--- config.mk ---
export PLATFORM = sky130hd
export DESIGN_NAME = rs_queue
export DESIGN_NICKNAME = d
export VERILOG_FILES = /design/src/rtl/rs_queue.sv
export SDC_FILE = /design/constraint.sdc
export NUM_CORES = 1
export LEC_CHECK = 0
export ABC_AREA = 1
export ABC_CLOCK_PERIOD_IN_PS = 6150
export CAP_MARGIN = 15
export CELL_PAD_IN_SITES_DETAIL_PLACEMENT = 1
export CELL_PAD_IN_SITES_GLOBAL_PLACEMENT = 1
export CORE_AREA = 2 2 285 287
export DETAILED_ROUTE_END_ITERATION = 8
export DIE_AREA = 0 0 287 289
export GPL_ROUTABILITY_DRIVEN = 0
export PLACE_DENSITY = 0.66
export SLEW_MARGIN = 20
export SYNTH_ARGS = -nofsm -noshare
export SYNTH_HDL_FRONTEND = slang
export SYNTH_SLANG_ARGS = --single-unit
--- constraint.sdc ---
create_clock -name clk -period 6.15 [get_ports clk]
set_clock_uncertainty 0.2 [all_clocks]
set_input_delay 0.615 -clock clk [delete_from_list [all_inputs] [get_ports clk]]
set_output_delay 0.615 -clock clk [all_outputs]
set_load 0.1 [all_outputs]
--- src/rtl/rs_queue.sv ---
// Reservation station: age-ordered wakeup/select feeding a registered
// valid/ready issue port, with flush and occupancy count.
module rs_queue #(
    parameter int ENTRIES = 4,
    parameter int DATA_W  = 32,
    parameter int TAG_W   = 3,
    parameter int OP_W    = 5,
    parameter int IMM_W   = 32
) (
    input  logic                           clk,
    input  logic                           rst,
    input  logic                           flush,
    input  logic                           disp_valid,
    output logic                           disp_ready,
    input  logic [OP_W-1:0]                disp_op,
    input  logic [TAG_W-1:0]               disp_des,
    input  logic [DATA_W-1:0]              disp_v1,
    input  logic [DATA_W-1:0]              disp_v2,
    input  logic [TAG_W-1:0]               disp_q1,
    input  logic [TAG_W-1:0]               disp_q2,
    input  logic [IMM_W-1:0]               disp_imm,
    input  logic [TAG_W-1:0]               cdb0_tag,
    input  logic [DATA_W-1:0]              cdb0_data,
    input  logic [TAG_W-1:0]               cdb1_tag,
    input  logic [DATA_W-1:0]              cdb1_data,
    output logic                           iss_valid,
    input  logic                           iss_ready,
    output logic [OP_W-1:0]                iss_op,
    output logic [TAG_W-1:0]               iss_des,
    output logic [DATA_W-1:0]              iss_v1,
    output logic [DATA_W-1:0]              iss_v2,
    output logic [IMM_W-1:0]               iss_imm,
    output logic [$clog2(ENTRIES+1)-1:0]   count,
    output logic                           full
);

    localparam int AW = $clog2(ENTRIES);
    localparam int CW = $clog2(ENTRIES+1);
    localparam logic [AW-1:0] AGE_ONE = AW'(1);

    logic [ENTRIES-1:0] busy;
    logic [OP_W-1:0]    e_op  [ENTRIES];
    logic [TAG_W-1:0]   e_des [ENTRIES];
    logic [DATA_W-1:0]  e_v1  [ENTRIES];
    logic [DATA_W-1:0]  e_v2  [ENTRIES];
    logic [TAG_W-1:0]   e_q1  [ENTRIES];
    logic [TAG_W-1:0]   e_q2  [ENTRIES];
    logic [IMM_W-1:0]   e_imm [ENTRIES];
    logic [AW-1:0]      e_age [ENTRIES];
    logic [AW-1:0]      age_nxt [ENTRIES];

    logic              disp_fire;
    logic              can_load;
    logic              move;
    logic              sel_found;
    logic [AW-1:0]     sel_idx;
    logic [AW-1:0]     sel_age;
    logic [AW-1:0]     free_idx;
    logic [DATA_W-1:0] cap_v1, cap_v2;
    logic [TAG_W-1:0]  cap_q1, cap_q2;

    always_comb begin
        count = '0;
        for (int i = 0; i < ENTRIES; i++)
            count = count + CW'(busy[i]);
    end

    assign full       = (count == CW'(ENTRIES));
    assign disp_ready = rst && !flush && !full;
    assign disp_fire  = disp_valid && disp_ready;
    assign can_load   = !iss_valid || iss_ready;
    assign move       = can_load && sel_found;

    // Oldest ready entry, judged on registered state only.
    always_comb begin
        sel_found = 1'b0;
        sel_idx   = '0;
        sel_age   = '0;
        for (int i = 0; i < ENTRIES; i++) begin
            if (busy[i] && e_q1[i] == '0 && e_q2[i] == '0 &&
                (!sel_found || e_age[i] > sel_age)) begin
                sel_found = 1'b1;
                sel_idx   = AW'(i);
                sel_age   = e_age[i];
            end
        end
    end

    always_comb begin
        free_idx = '0;
        for (int i = ENTRIES-1; i >= 0; i--)
            if (!busy[i]) free_idx = AW'(i);
    end

    // Ages are compacted on issue so they stay within 0..count-1.
    always_comb begin
        for (int i = 0; i < ENTRIES; i++) begin
            age_nxt[i] = e_age[i];
            if (move && e_age[i] > e_age[sel_idx])
                age_nxt[i] = age_nxt[i] - AGE_ONE;
            if (disp_fire)
                age_nxt[i] = age_nxt[i] + AGE_ONE;
        end
    end

    always_comb begin
        cap_v1 = '0;
        cap_q1 = disp_q1;
        if (disp_q1 == '0) begin
            cap_v1 = disp_v1;
        end else if (disp_q1 == cdb0_tag) begin
            cap_v1 = cdb0_data;
            cap_q1 = '0;
        end else if (disp_q1 == cdb1_tag) begin
            cap_v1 = cdb1_data;
            cap_q1 = '0;
        end
        cap_v2 = '0;
        cap_q2 = disp_q2;
        if (disp_q2 == '0) begin
            cap_v2 = disp_v2;
        end else if (disp_q2 == cdb0_tag) begin
            cap_v2 = cdb0_data;
            cap_q2 = '0;
        end else if (disp_q2 == cdb1_tag) begin
            cap_v2 = cdb1_data;
            cap_q2 = '0;
        end
    end

    always_ff @(posedge clk) begin
        if (!rst) begin
            busy      <= '0;
            iss_valid <= 1'b0;
            iss_op    <= '0;
            iss_des   <= '0;
            iss_v1    <= '0;
            iss_v2    <= '0;
            iss_imm   <= '0;
            for (int i = 0; i < ENTRIES; i++) begin
                e_op[i]  <= '0;
                e_des[i] <= '0;
                e_v1[i]  <= '0;
                e_v2[i]  <= '0;
                e_q1[i]  <= '0;
                e_q2[i]  <= '0;
                e_imm[i] <= '0;
                e_age[i] <= '0;
            end
        end else if (flush) begin
            busy      <= '0;
            iss_valid <= 1'b0;
            for (int i = 0; i < ENTRIES; i++)
                e_age[i] <= '0;
        end else begin
            if (can_load) begin
                iss_valid <= sel_found;
                if (sel_found) begin
                    iss_op  <= e_op[sel_idx];
                    iss_des <= e_des[sel_idx];
                    iss_v1  <= e_v1[sel_idx];
                    iss_v2  <= e_v2[sel_idx];
                    iss_imm <= e_imm[sel_idx];
                end
            end
            for (int i = 0; i < ENTRIES; i++) begin
                if (busy[i]) begin
                    if (e_q1[i] != '0) begin
                        if (e_q1[i] == cdb0_tag) begin
                            e_v1[i] <= cdb0_data;
                            e_q1[i] <= '0;
                        end else if (e_q1[i] == cdb1_tag) begin
                            e_v1[i] <= cdb1_data;
                            e_q1[i] <= '0;
                        end
                    end
                    if (e_q2[i] != '0) begin
                        if (e_q2[i] == cdb0_tag) begin
                            e_v2[i] <= cdb0_data;
                            e_q2[i] <= '0;
                        end else if (e_q2[i] == cdb1_tag) begin
                            e_v2[i] <= cdb1_data;
                            e_q2[i] <= '0;
                        end
                    end
                    e_age[i] <= age_nxt[i];
                    if (move && sel_idx == AW'(i))
                        busy[i] <= 1'b0;
                end
            end
            if (disp_fire) begin
                busy[free_idx]  <= 1'b1;
                e_op[free_idx]  <= disp_op;
                e_des[free_idx] <= disp_des;
                e_v1[free_idx]  <= cap_v1;
                e_v2[free_idx]  <= cap_v2;
                e_q1[free_idx]  <= cap_q1;
                e_q2[free_idx]  <= cap_q2;
                e_imm[free_idx] <= disp_imm;
                e_age[free_idx] <= '0;
            end
        end
    end

endmodule

## Yosys cells after proc, flatten, opt, wreduce, memory -nomap -nowiden

Memory sizes are Yosys's and may differ from the RTL's. A register that Yosys moved wholly into a read port is not among the register bits.
Index checks and enable logic that the tools add are counted.

| storage, ports and cells | value |
|---|---|
| flip-flop bits (word level) | 5 |
| memory bits (writable) | 448 |
| input port bits | 185 |
| output and inout bits | 110 |
| word-level logic and storage cells | 390 |
| memories kept | 8 |

Memories:

| memory | depth | bits a word | read ports | clocked after Yosys merged registers in | write ports | line | source |
|---|---|---|---|---|---|---|---|
| e_imm | 4 | 32 | 1 | 1 | 4 | 48 | `logic [IMM_W-1:0] e_imm [ENTRIES];` |
| e_v1 | 4 | 32 | 1 | 1 | 5 | 44 | `logic [DATA_W-1:0] e_v1 [ENTRIES];` |
| e_v2 | 4 | 32 | 1 | 1 | 5 | 45 | `logic [DATA_W-1:0] e_v2 [ENTRIES];` |
| e_op | 4 | 5 | 1 | 1 | 4 | 42 | `logic [OP_W-1:0] e_op [ENTRIES];` |
| e_des | 4 | 3 | 1 | 1 | 4 | 43 | `logic [TAG_W-1:0] e_des [ENTRIES];` |
| e_q1 | 4 | 3 | 4 | 0 | 5 | 46 | `logic [TAG_W-1:0] e_q1 [ENTRIES];` |
| 2 more memories | n/a | n/a | n/a | n/a | n/a | n/a |  |

| cells by class | value |
|---|---|
| add/sub/neg operators | 11 |
| order comparisons | 9 |
| equality and inequality tests | 24 |
| muxes and demuxes | 230 |
| bitwise operators | 43 |
| reduce and logical (&&, ||, !) cells | 63 |

Operator list:

| cell | number |
|---|---|
| 32-bit two-way mux | 23 |
| 1-bit two-way mux | 153 |
| 3-bit two-way mux | 23 |
| 3-bit equality test | 20 |
| 2-bit two-way mux | 28 |
| 1-bit OR | 40 |
| 32-bit OR reduction | 1 |
| 3-bit logical NOT | 10 |
| 1-bit logical AND | 24 |
| 3-bit nonzero test | 8 |
| 2-bit greater-than comparator | 7 |
| 1-bit logical NOT | 11 |
| 2-bit by 1-bit adder with 2-bit output, second input constant | 4 |
| 2-bit by 1-bit subtractor with 2-bit output, second input constant | 4 |
| 5-bit two-way mux | 1 |
| 5-bit OR reduction | 1 |
| 2-bit equality test, second input constant | 2 |
| 1-bit logical OR | 4 |
| 4-bit two-way mux | 1 |
| 4-bit OR | 1 |
| 2-bit by 1-bit adder with 3-bit output | 1 |
| 3-bit by 1-bit adder with 3-bit output | 1 |
| 3-bit equality test, second input constant | 1 |
| 2-bit by 3-bit less-than comparator with 1-bit output, second input constant | 1 |
| 9 further kinds | 10 |

## Longest topological paths before layout

An unclocked memory read counts as a cell.

| depth | value |
|---|---|
| word-level depth | 25 |
| gate-level depth with buffers | 44 |
| depth with buffers taken out | 43 |

## Worst setup path after synthesis

No wires, ideal clock.

| timing path | value |
|---|---|
| kind | reg2reg |
| start | reg busy[1] |
| end | mem e_q1[0][0], enable pin |
| setup time | 376 ps |
| arrival time | 5,555 ps |
| data required time | 5,574 ps |
| slack | 19 ps |
| stages on the path, launching flop included | 14 |
| path buffers | 1 |
| period minus slack after synthesis | 6,131 ps |
| cell sequence | dfxtp_1 fa_1 ha_1 ha_1 nor2_1 nand2_1 inv_1 nor2_2 nand2_2 inv_2 buf_4 nand2_2 nand2_1 or2_2 |

RTL lines:

| item | line | source |
|---|---|---|
| start, declared | 41 | `logic [ENTRIES-1:0] busy;` |
| start signal, assigned | 133 | `busy <= '0;` |
| start signal, assigned | 151 | `busy <= '0;` |
| start signal, assigned by index | 188 | `busy[i] <= 1'b0;` |
| end, declared | 46 |  |

==> flow_summary.yaml <==
worst_setup_path:
  timing.rr.start: "e_q1[0][0]"
  crit_path_end_kind: "flop"
  critPathLaunchType: "flop"
  rr_endpoint: "e_age[0][1]"
  required_ns: 6.51
  cp_common_cell: "nand2_1"
  cp.arrival_ns: 6.34
  worstSetupPathType: "reg2reg"
  crit_fanout: 6
  rr_worst_depth: 39
  r2r_setup_slack_ns: 0.18
  slowest_delay_ns: 0.44
  critPathSlowestCell: "edfxtp_1"
synthesis:
  synth_area_leader_cell: "edfxtp_1"
  synthFlopType: "edfxtp_1"
  synth_fp_nets: 3132
  yosys_warnings: 0
  yosysSeqAreaShare: 0.560
  yosys-top-cells-area: "edfxtp_1 (48%), dfxtp_1 (8.4%), o21ai_0 (6.6%)"
  synthArstFlopShare: 0
  syn_area_um2: 27800
  netlist_instances: 2934
  synth-edff-count: 440
  post_synth_num_cell_types: 47
  ys_seq_elements: 557
  netlist.area_leader.share: 0.475
  syn_area_per_cell_um2: 9.48
cells_and_area:
  syn_to_final_growth_pct: 21.4
  final_common_cell: "nand2_1"
  fillerInstances: 8958
  drive_gt1_frac: 0.0862
  final_cell_mix: "nand2_1 (480), edfxtp_1 (440), o21ai_0 (365), clkdlybuf4s50_1 (289), nor2_1 (199)"
  stdcell_count: 4207
  final_nets: 3294
sta:
  setup_viol: 0
  finalCritPeriodShare: 0.971
  tns_ns: 0
  fmax_ghz: 0.167
  fin_crit_ns: 5.97
  tightest_slew_ns: 1.18
  slew_headroom: 0.210
  drv_slew: 0
  finalHoldViolations: 0
outcome:
  status: "completed"
route:
  ant_nets: 0
  drc: 0
  vias: 25500
  drt-total-wl_mm: 118
  routed_via_density: 6.07
  routedWlPerCell_um: 28.1
  drtIter0Drc: 2421
  drt_pass1_iterations: 6
die:
  fp.dieH_um: 289
  floorplan.initialDensity: 0.348
  coreArea_um2: 79900
  io_pins: 295
  die_area_um2: 82900
  die_w_um: 287
  rows: 104
clock_tree:
  cts.clk_slew.worst_paths_ns: 0.07
  cts.sinks: 557
  clock_path_buffers: 3
  root_buffer: "clkbuf_16"
  cts_max_level: 2
  cts_made_buffers: 59
  tritoncts: "done"
  clk_latency_ns: 0.65
  cts_hold_buf: 0
global_route:
  grt_pass1_wl_mm: 173
  grt_pass1_vias: 26600
  grt_overflow: 0
  antenna_found_initial: 5
  grt_max_degree: 105
  groute.usage.overall: 0.278
power_and_ir_drop:
  power_density_nw_per_um2: 262
  power_frac_comb: 0.098
  p_clk_frac: 0.421
  vdd_drop_max_mv: 0.209
  p_int_uw: 6600
  sw_frac_of_total: 0.253
  leakage_uw: 0.0123
  p_sw_uw: 2240
  p_seq_frac: 0.481
placed_design:
  place_hpwl_mm: 72.3
  io_buffers: 294
  place_inst: 4082
worst_hold_path:
  hold_class: "reg2reg"
  min-delay-start: "e_v2[1][30]"
  holdPathEnd: "iss_v2[30]"
  hold_depth: 2
flow_run:
  drv_cap: 0
## metal layers
metal / track usage / vias up / share of wire
li1: - / 11100 / -
met1: 0.337 / 12900 / 0.39
met2: 0.488 / 1195 / 0.49
met3: 0.0419 / 306 / 0.073
met4: 0.126 / 2 / 0.048
met5: 0 / - / 0.00010
## logic make-up after synthesis
| family | count (synthesis) | share of synthesized area |
|---|---|---|
| AOI/OAI and AO/OA | 966 | 0.215 |
| and+or+nand+nor | 918 | 0.140 |
| DFF | 557 | 0.560 |
| buffers and inverters | 420 | 0.0608 |
| xor gates and xnor gates | 60 | 0.0189 |
| adders and majority gates | 13 | 0.00612 |
## synthesized netlist by cell type (6+ instances only)
| library cell | n |
|---|---|
| dfxtp_1 | 117 |
| clkbuf_1 | 178 |
| a221oi_1 | 104 |
| xor2_1 | 19 |
| o221ai_1 | 42 |
| nand2_2 | 18 |
| nor3_1 | 46 |
| ha_1 | 12 |
| a31oi_1 | 89 |
| nor2_1 | 205 |
| clkinv_1 | 28 |
| edfxtp_1 | 440 |
| o21ai_0 | 368 |
| inv_2 | 8 |
| nand2_1 | 488 |
| inv_1 | 108 |
| nand3_1 | 128 |
| a22oi_1 | 21 |
| buf_1 | 22 |
| xnor2_1 | 41 |
| buf_2 | 64 |
| buf_4 | 6 |
| o21ai_1 | 47 |
| a21oi_1 | 28 |
| o211ai_1 | 64 |
| o22ai_1 | 193 |
## area by class of cell
type / instances / area, um2 / area share
clock inverter: 29 / 328 / 0.00971
timing repair buffer: 376 / 3610 / 0.107
clock buffer: 81 / 1650 / 0.0488
sequential: 557 / 15600 / 0.461
antenna: 2 / 5.00 / 0.000148
multi-input combinational: 1957 / 10700 / 0.318
tap: 1060 / 1330 / 0.0393
inverter: 145 / 554 / 0.0164
## power groups by stage
stage | Combinational, uW | Clock (uW) | Sequential, uW
after floorplan | 414 | 0 | 4380
after global placement | 825 | 0 | 4330
after detailed placement | 849 | 0 | 4340
after CTS | 853 | 3760 | 4260
after global routing | 924 | 3880 | 4270
final | 865 | 3720 | 4250
## stage by stage
stage | worst slack [ns] | hold WS (ns) | area (um2) | util | total power [uW]
after global placement | 0.394 | 0.294 | 31600 | 0.396 | 5150
after detailed placement | -0.127 | 0.316 | 31600 | 0.396 | 5190
after global routing | -0.159 | 0.350 | 33800 | 0.422 | 9070
final | 0.176 | 0.333 | 33800 | 0.423 | 8840
after floorplan | 0.0189 | 0.280 | 27800 | - | 4790
after CTS | 0.0202 | 0.328 | 33600 | 0.421 | 8870
## worst max-delay path by stage
stage / start / to / slack [ns] / depth (start not counted)
after floorplan: busy[1] / e_q1[0][0] / 0.02 / 13
after global placement: e_q2[0][0] / e_age[0][1] / 0.39 / 41
after detailed placement: e_q1[0][0] / e_age[2][1] / -0.13 / 42
after CTS: e_q1[0][0] / e_age[3][1] / 0.02 / 42
after global routing: e_q1[0][0] / e_age[0][1] / -0.16 / 39
final: e_q1[0][0] / e_age[0][1] / 0.18 / 39
## worst max-delay path, delay by kind of cell, from the launching register on
family	cells	cell delay, ns
and+or+nand+nor	23	2.55
adders and majority gates	4	1.17
DFF	1	0.44
AOI/OAI and AO/OA	7	1.08
buffers and inverters	5	0.49
## registers in the layout (all words and copies together), names as in the netlist
name,flops
e_q2,12
iss_valid,1
iss_v2,32
e_v2,128
e_q1,12
e_v1,128
e_imm,128
iss_imm,32
iss_des,3
e_des,12
e_age,8
iss_op,5
iss_v1,32
e_op,20
busy,4
## repair_timing
action	in CTS	in global routing
endpoints found under the hold margin	0	0
setup endpoints to repair	8	8
resized for setup	4	12
pin swaps	0	7
setup buffers	0	13
Note: power is estimated with default switching activity, not from simulation.
